## src/rtl/snake_logic.sv

```systemverilog
`timescale 1ns/1ps
// snake_logic: tick-driven snake move / self-collision / food datapath; LOGIC_DONE lands L+2 cycles after a tick.
// prng_req is held until prng_ack; ticks outside IDLE are dropped. Define SNAKE_WALL_KILL_EN to make edge wraps fatal.
module snake_logic #(
  parameter int MAX_LEN   = 16,
  parameter int FOOD_INIT = 29
) (
  input  logic        clka,
  input  logic        restart,
  input  logic [1:0]  to_logic,
  input  logic [1:0]  direction_state,
  output logic [2:0]  from_logic,
  output logic [63:0] led_array,
  output logic        prng_req,
  input  logic        prng_ack,
  input  logic [5:0]  prng_value,
  output logic [5:0]  head_pos,
  output logic [4:0]  snake_len
);

  localparam int            PW        = $clog2(MAX_LEN);
  localparam logic [PW-1:0] LAST_PTR  = PW'(MAX_LEN - 1);
  localparam logic [PW-1:0] PTR_ONE   = PW'(1);
  localparam logic [4:0]    MAX_LEN_L = 5'(MAX_LEN);
  localparam logic [5:0]    FOOD_RST  = 6'(FOOD_INIT);
  localparam logic [5:0]    TAIL_RST  = 6'd25;
  localparam logic [5:0]    HEAD_RST  = 6'd26;

  localparam logic [1:0] DIR_UP    = 2'd0;
  localparam logic [1:0] DIR_DOWN  = 2'd1;
  localparam logic [1:0] DIR_LEFT  = 2'd2;
  localparam logic [1:0] DIR_RIGHT = 2'd3;

  typedef enum logic [2:0] {
    S_IDLE,
    S_CALC,
    S_SCAN,
    S_COMMIT,
    S_FOOD_REQ,
    S_FOOD_PLACE,
    S_PDONE
  } state_t;

  state_t        state_q;
  logic [5:0]    body_q [MAX_LEN];
  logic [63:0]   body_map_q;
  logic [PW-1:0] head_ptr_q;
  logic [PW-1:0] tail_ptr_q;
  logic [PW-1:0] scan_ptr_q;
  logic [5:0]    head_q;
  logic [5:0]    food_q;
  logic [5:0]    cand_q;
  logic [5:0]    new_head_q;
  logic [4:0]    len_q;
  logic [4:0]    scan_idx_q;
  logic [1:0]    dir_q;
  logic          eat_q;
  logic          grow_q;
  logic          blink_q;
  logic          logic_done_q;
  logic          prng_done_q;
  logic          game_end_q;
  logic          prng_req_q;

  logic [2:0]    row_c;
  logic [2:0]    col_c;
  logic [5:0]    new_head_d;
  logic [5:0]    tail_cell_d;
  logic [63:0]   body_map_d;
  logic [PW-1:0] head_ptr_d;
  logic          hit_d;

  function automatic logic [PW-1:0] ptr_inc(input logic [PW-1:0] p);
    return (p == LAST_PTR) ? '0 : p + PTR_ONE;
  endfunction

  assign row_c = head_q[5:3];
  assign col_c = head_q[2:0];

  always_comb begin
    new_head_d = head_q;
    case (dir_q)
      DIR_UP:    new_head_d = {row_c - 3'd1, col_c};
      DIR_DOWN:  new_head_d = {row_c + 3'd1, col_c};
      DIR_LEFT:  new_head_d = {row_c, col_c - 3'd1};
      DIR_RIGHT: new_head_d = {row_c, col_c + 3'd1};
      default:   new_head_d = head_q;
    endcase
  end

`ifdef SNAKE_WALL_KILL_EN
  logic wall_d;

  always_comb begin
    wall_d = 1'b0;
    case (dir_q)
      DIR_UP:    wall_d = (row_c == 3'd0);
      DIR_DOWN:  wall_d = (row_c == 3'd7);
      DIR_LEFT:  wall_d = (col_c == 3'd0);
      DIR_RIGHT: wall_d = (col_c == 3'd7);
      default:   wall_d = 1'b0;
    endcase
  end
`endif

  // Entry 0 of the scan is the tail; it vacates this move unless the snake grows.
  assign hit_d       = (body_q[scan_ptr_q] == new_head_q) && !((scan_idx_q == 5'd0) && !grow_q);
  assign tail_cell_d = body_q[tail_ptr_q];
  assign head_ptr_d  = ptr_inc(head_ptr_q);
  // Set after clear so a head moving into the just-vacated tail cell stays lit.
  assign body_map_d  = (grow_q ? body_map_q : (body_map_q & ~(64'd1 << tail_cell_d)))
                     | (64'd1 << new_head_q);

  always_ff @(posedge clka) begin
    if (restart) begin
      state_q      <= S_IDLE;
      for (int i = 0; i < MAX_LEN; i++) begin
        body_q[i] <= '0;
      end
      body_q[0]    <= TAIL_RST;
      body_q[1]    <= HEAD_RST;
      body_map_q   <= (64'd1 << TAIL_RST) | (64'd1 << HEAD_RST);
      head_ptr_q   <= PTR_ONE;
      tail_ptr_q   <= '0;
      scan_ptr_q   <= '0;
      head_q       <= HEAD_RST;
      food_q       <= FOOD_RST;
      cand_q       <= '0;
      new_head_q   <= '0;
      len_q        <= 5'd2;
      scan_idx_q   <= '0;
      dir_q        <= DIR_UP;
      eat_q        <= 1'b0;
      grow_q       <= 1'b0;
      blink_q      <= 1'b0;
      logic_done_q <= 1'b0;
      prng_done_q  <= 1'b0;
      game_end_q   <= 1'b0;
      prng_req_q   <= 1'b0;
    end else begin
      logic_done_q <= 1'b0;
      prng_done_q  <= 1'b0;
      case (state_q)
        S_IDLE: begin
          if (to_logic[0]) begin
            if (to_logic[1] || game_end_q) begin
              blink_q      <= ~blink_q;
              logic_done_q <= 1'b1;
              state_q      <= S_PDONE;
            end else begin
              dir_q   <= direction_state;
              state_q <= S_CALC;
            end
          end
        end
        S_CALC: begin
          new_head_q <= new_head_d;
          eat_q      <= (new_head_d == food_q);
          grow_q     <= (new_head_d == food_q) && (len_q < MAX_LEN_L);
          scan_idx_q <= '0;
          scan_ptr_q <= tail_ptr_q;
`ifdef SNAKE_WALL_KILL_EN
          if (wall_d) begin
            game_end_q   <= 1'b1;
            logic_done_q <= 1'b1;
            state_q      <= S_PDONE;
          end else begin
            state_q <= S_SCAN;
          end
`else
          state_q    <= S_SCAN;
`endif
        end
        S_SCAN: begin
          if (hit_d) begin
            game_end_q   <= 1'b1;
            logic_done_q <= 1'b1;
            state_q      <= S_PDONE;
          end else if (scan_idx_q == len_q - 5'd1) begin
            state_q <= S_COMMIT;
          end else begin
            scan_idx_q <= scan_idx_q + 5'd1;
            scan_ptr_q <= ptr_inc(scan_ptr_q);
          end
        end
        S_COMMIT: begin
          body_q[head_ptr_d] <= new_head_q;
          head_ptr_q         <= head_ptr_d;
          head_q             <= new_head_q;
          body_map_q         <= body_map_d;
          blink_q            <= 1'b0;
          logic_done_q       <= 1'b1;
          if (grow_q) begin
            len_q <= len_q + 5'd1;
          end else begin
            tail_ptr_q <= ptr_inc(tail_ptr_q);
          end
          if (eat_q) begin
            prng_req_q <= 1'b1;
            state_q    <= S_FOOD_REQ;
          end else begin
            state_q <= S_PDONE;
          end
        end
        S_FOOD_REQ: begin
          if (prng_ack) begin
            cand_q     <= prng_value;
            prng_req_q <= 1'b0;
            state_q    <= S_FOOD_PLACE;
          end
        end
        S_FOOD_PLACE: begin
          // Linear probe terminates: at most MAX_LEN cells are occupied.
          if (body_map_q[cand_q]) begin
            cand_q <= cand_q + 6'd1;
          end else begin
            food_q  <= cand_q;
            state_q <= S_PDONE;
          end
        end
        S_PDONE: begin
          prng_done_q <= 1'b1;
          state_q     <= S_IDLE;
        end
        default: state_q <= S_IDLE;
      endcase
    end
  end

  always_comb begin
    led_array = body_map_q | (64'd1 << food_q);
    if (blink_q) begin
      led_array[head_q] = 1'b0;
    end
  end

  assign from_logic = {game_end_q, prng_done_q, logic_done_q};
  assign prng_req   = prng_req_q;
  assign head_pos   = head_q;
  assign snake_len  = len_q;

endmodule

```

## config.mk

```make
export PLATFORM = sky130hd
export DESIGN_NAME = snake_logic
export DESIGN_NICKNAME = d
export VERILOG_FILES = /design/src/rtl/snake_logic.sv
export SDC_FILE = /design/constraint.sdc
export NUM_CORES = 1
export LEC_CHECK = 0
export CORE_MARGIN = 3
export CORE_UTILIZATION = 55
export CTS_BUF_LIST = sky130_fd_sc_hd__clkbuf_4
export DETAILED_ROUTE_END_ITERATION = 10
export PLACE_DENSITY = 0.75
export SLEW_MARGIN = 25
export SYNTH_ARGS = -nofsm -noshare
export SYNTH_HDL_FRONTEND = slang
export SYNTH_SLANG_ARGS = --single-unit
```

## constraint.sdc

```tcl
create_clock -name clka -period 3.35 [get_ports clka]
set_input_delay 0.335 -clock clka [delete_from_list [all_inputs] [get_ports clka]]
set_output_delay 0.335 -clock clka [all_outputs]
set_load 0.05 [all_outputs]
```

==> flow_summary.yaml <==
synthesis:
  ys.flop_type: "sky130_fd_sc_hd__dfxtp_1"
  synthDominantCellAreaShare_pct: 22.6
  yosys_warnings: 0
  post_synthesis_instance_area_um2: 12700
  post_synth_edffs: 96
  synth.most_common_cell: "sky130_fd_sc_hd__a21oi_1"
  synth_cell_types: 66
  synth_area_per_cell_um2: 9.61
  synth_area_leaders: "sky130_fd_sc_hd__edfxtp_1, sky130_fd_sc_hd__dfxtp_1, sky130_fd_sc_hd__mux4_2"
  synthCells: 1325
  synth_commonest_cells: "sky130_fd_sc_hd__a21oi_1, sky130_fd_sc_hd__dfxtp_1, sky130_fd_sc_hd__nand2_1"
  seq_area_frac_synth_pct: 43.1
  synthesis.nets: 1352
  ys_async_sr_fraction_pct: 0
  number_of_register_bits_inferred_by_synthesis: 226
  netlist.top_cell.by_area: "sky130_fd_sc_hd__edfxtp_1"
finish:
  multi_input_area_um2: 6780
  drive_gt1_share_pct: 17.1
  ff_latch_area_um2: 5490
  fillerInstances: 1815
  layout_area_overhead_pct: 17.3
  final_nets: 1467
  final_core_utilization_pct: 65.8
setup_path:
  worstRegToRegCells: 9
  crit_path_top_delay_cell: "sky130_fd_sc_hd__clkdlybuf4s50_1"
  cells_along_the_critical_path: "nand2b_1 > nor3_1 > a21oi_1 > a21oi_1 > clkdlybuf4s50_1"
  category_of_the_worst_setup_path_capture_point: "primary output"
  cp_common_cell: "sky130_fd_sc_hd__a21oi_1"
  cp.arrival_ns: 2.87
  critical_setup_path_kind: "register to primary output"
  regToRegEndpoint: "scan_ptr_q[0]"
  setup.reg_to_reg.worst_slack_ns: 0.27
  critical_path.startpoint_type: "register"
  setup.worst_path.end: "led_array[24]"
  critical_path_peak_fanout: 9
  crit_required_ns: 3.01
  crit_start: "food_q[3]"
  largest_stage_delay_on_the_critical_path_ns: 0.82
routing:
  route.final.wire_length_um: 41600
  drc_errors: 0
  detail-route-antenna-nets: 0
  avgRoutedWirePerCell_um: 23.5
  route.vias.total: 11341
  drtPass1Iterations: 6
  detailedRoute.firstIterationViolations: 1332
  avgViaCountPerCell: 6.41
global_routing:
  first_pass_grt_wire_length_um: 63600
  grt_overflow: 0
  largest_net_degree_at_the_start_of_global_routing: 67
  overall_fraction_of_global_route_tracks_in_use_pct: 33.4
  antenna_violations_before_repair: 1
  grt_pass1_vias: 10730
sta:
  fmax_ghz: 0.312
  slew_headroom_pct: 38.6
  rsz0062_at_grt: "false"
  timing.final.hold_violations: 0
  setup_tns_ns: 0
  finalMaxSlewViolations: 0
  finalClockSkew_ns: 0.0392
  timing.final.setup_violations: 0
  final.period_utilization_pct: 95.6
  min_period_ns: 3.20
  worst_tran_pin_value_ns: 0.918
die:
  num_io_pins: 92
  chipHeight_um: 158
  die_area_um2: 25000
  rows: 55
  placeableCoreArea_um2: 22700
  initial_core_util_pct: 56.1
  die_width_um: 158
pwr:
  power_per_cell_area_nw_per_um2: 532
  internal_power_mw: 5.29
  seq_power_share_pct: 41.9
  p_sw_share_pct: 33.4
  cellLeakagePower_nw: 5.76
  max-vdd-ir-drop_v: 0.000356
  power.clock.fraction_pct: 32.3
  p_comb_share_pct: 25.8
  net-switching-power_mw: 2.65
min_path:
  timing.hold.worst.start: "restart"
  min-delay-path-class: "input port to register"
placement:
  globalplace.congestion: 0.949
  port_buffers: 91
  post-dp-hpwl_um: 31300
outcome:
  status: "finished, final reports clean"
clock_tree:
  buffer_depth_of_the_longest_clock_path: 3
  ctsHtreeMaxLevel: 2
  cts_made_buffers: 60
  cts_num_sinks: 226
  clkLatencyLatePin_ns: 0.69
  cts_hold_buf: 0
  tritoncts: "built"
  clockRootBuffer: "sky130_fd_sc_hd__clkbuf_4"
  cts.reportedPaths.clkPinSlew_ns: 0.07
job:
  drv.max_cap_violation_count: 0
[power groups by stage]
stage	logic [mW]	clock network (mW)	registers, mW
2_1_floorplan	1.56	0	3.19
3_3_place_gp	1.98	0	3.36
3_5_place_dp	2.01	0	3.37
4_1_cts	2.02	2.58	3.31
5_1_grt	2.20	2.74	3.34
6_report	2.05	2.57	3.32
[layout by cell type, fill, tap and decap left out, drive strengths merged, types with 3 or more instances in the layout]
master,n
or3,14
a211o,10
clkdlybuf4s50,53
o22ai,7
mux4,63
mux2,9
nor3b,8
ha,12
a211oi,9
buf,66
nor4,10
o31ai,3
and2,107
nor3,27
o21ai,76
and3,11
nand4,8
dfxtp,130
inv,17
nor2b,28
xnor2,16
clkinv,17
edfxtp,96
mux2i,30
a311oi,3
a221oi,3
nand2b,19
a21oi,211
bufinv,3
nand2,108
nand3,39
a31oi,10
or2,16
clkbuf,87
nor2,79
dlymetal6s2s,30
xor2,14
[logic make-up after synthesis]
group | Yosys count | synth area share, %
flops | 226 | 43.1
mux | 102 | 14.3
fa+ha+maj | 14 | 1.49
compound gates | 357 | 15.8
simple gates | 480 | 19.5
xor+xnor | 30 | 2.06
buf+inv | 116 | 3.71
[metal layers]
metal | global-route usage, % | up-vias | share of wire (%)
met4 | 10.9 | 0 | 3.0
met1 | 45.6 | 5390 | 39
met3 | 7.30 | 98 | 11
li1 | - | 5125 | -
met2 | 53.4 | 728 | 47
met5 | 0 | - | 0
[flip-flops by register name, indices dropped and copies added, names as in the netlist, 2 cells and up, named ones only]
signal and flops:
head_pos 6, scan_idx_q 5, cand_q 6, scan_ptr_q 4, body_q 96, body_map_q 64, dir_q 2, food_q 6
new_head_q 6, snake_len 5, state_q 3, tail_ptr_q 4, head_ptr_q 4
[critical path, delay by kind of cell, from the launching register on]
family                 cells  cell delay [ns]
AND/OR/NAND/NOR            2             0.56
buffers and inverters      1             0.82
flip-flops                 1             0.55
AO/OA/AOI/OAI              2             0.27
[through the flow]
step	power, mW	hold WS (ns)	setup WS, ns	cell area [um2]	cells
global placement	5.34	0.450	0.397	14000	1663
floorplan	4.75	0.427	0.601	12700	1325
CTS	7.91	0.0298	0.00298	14800	1769
global route	8.29	0.0547	0.00284	14900	1770
finish	7.94	0.0675	0.146	14900	1770
detailed placement	5.37	0.455	0.396	14000	1663
[how the worst min path moves through the flow]
stage,end,depth (start not counted)
final,head_ptr_q[2],2
after global routing,scan_idx_q[1],2
after CTS,head_ptr_q[2],2
after detailed placement,eat_q,2
after global placement,eat_q,2
after floorplan,eat_q,2
[layout make-up]
class	instances	area share (%)
well taps	285	2.39
flip-flops and latches	226	36.7
multi-input cells	983	45.4
repair buffers	151	9.58
clock buffers	87	4.37
diodes	1	0.0168
clock inverters	19	1.03
inverters	18	0.452
[timing repair]
item                       4_1_cts  5_1_grt
setup endpoints to repair        2       48
buffers inserted                 0        0
gates resized for setup          2       33
No activity file was read; power rests on OpenSTA's default activity.
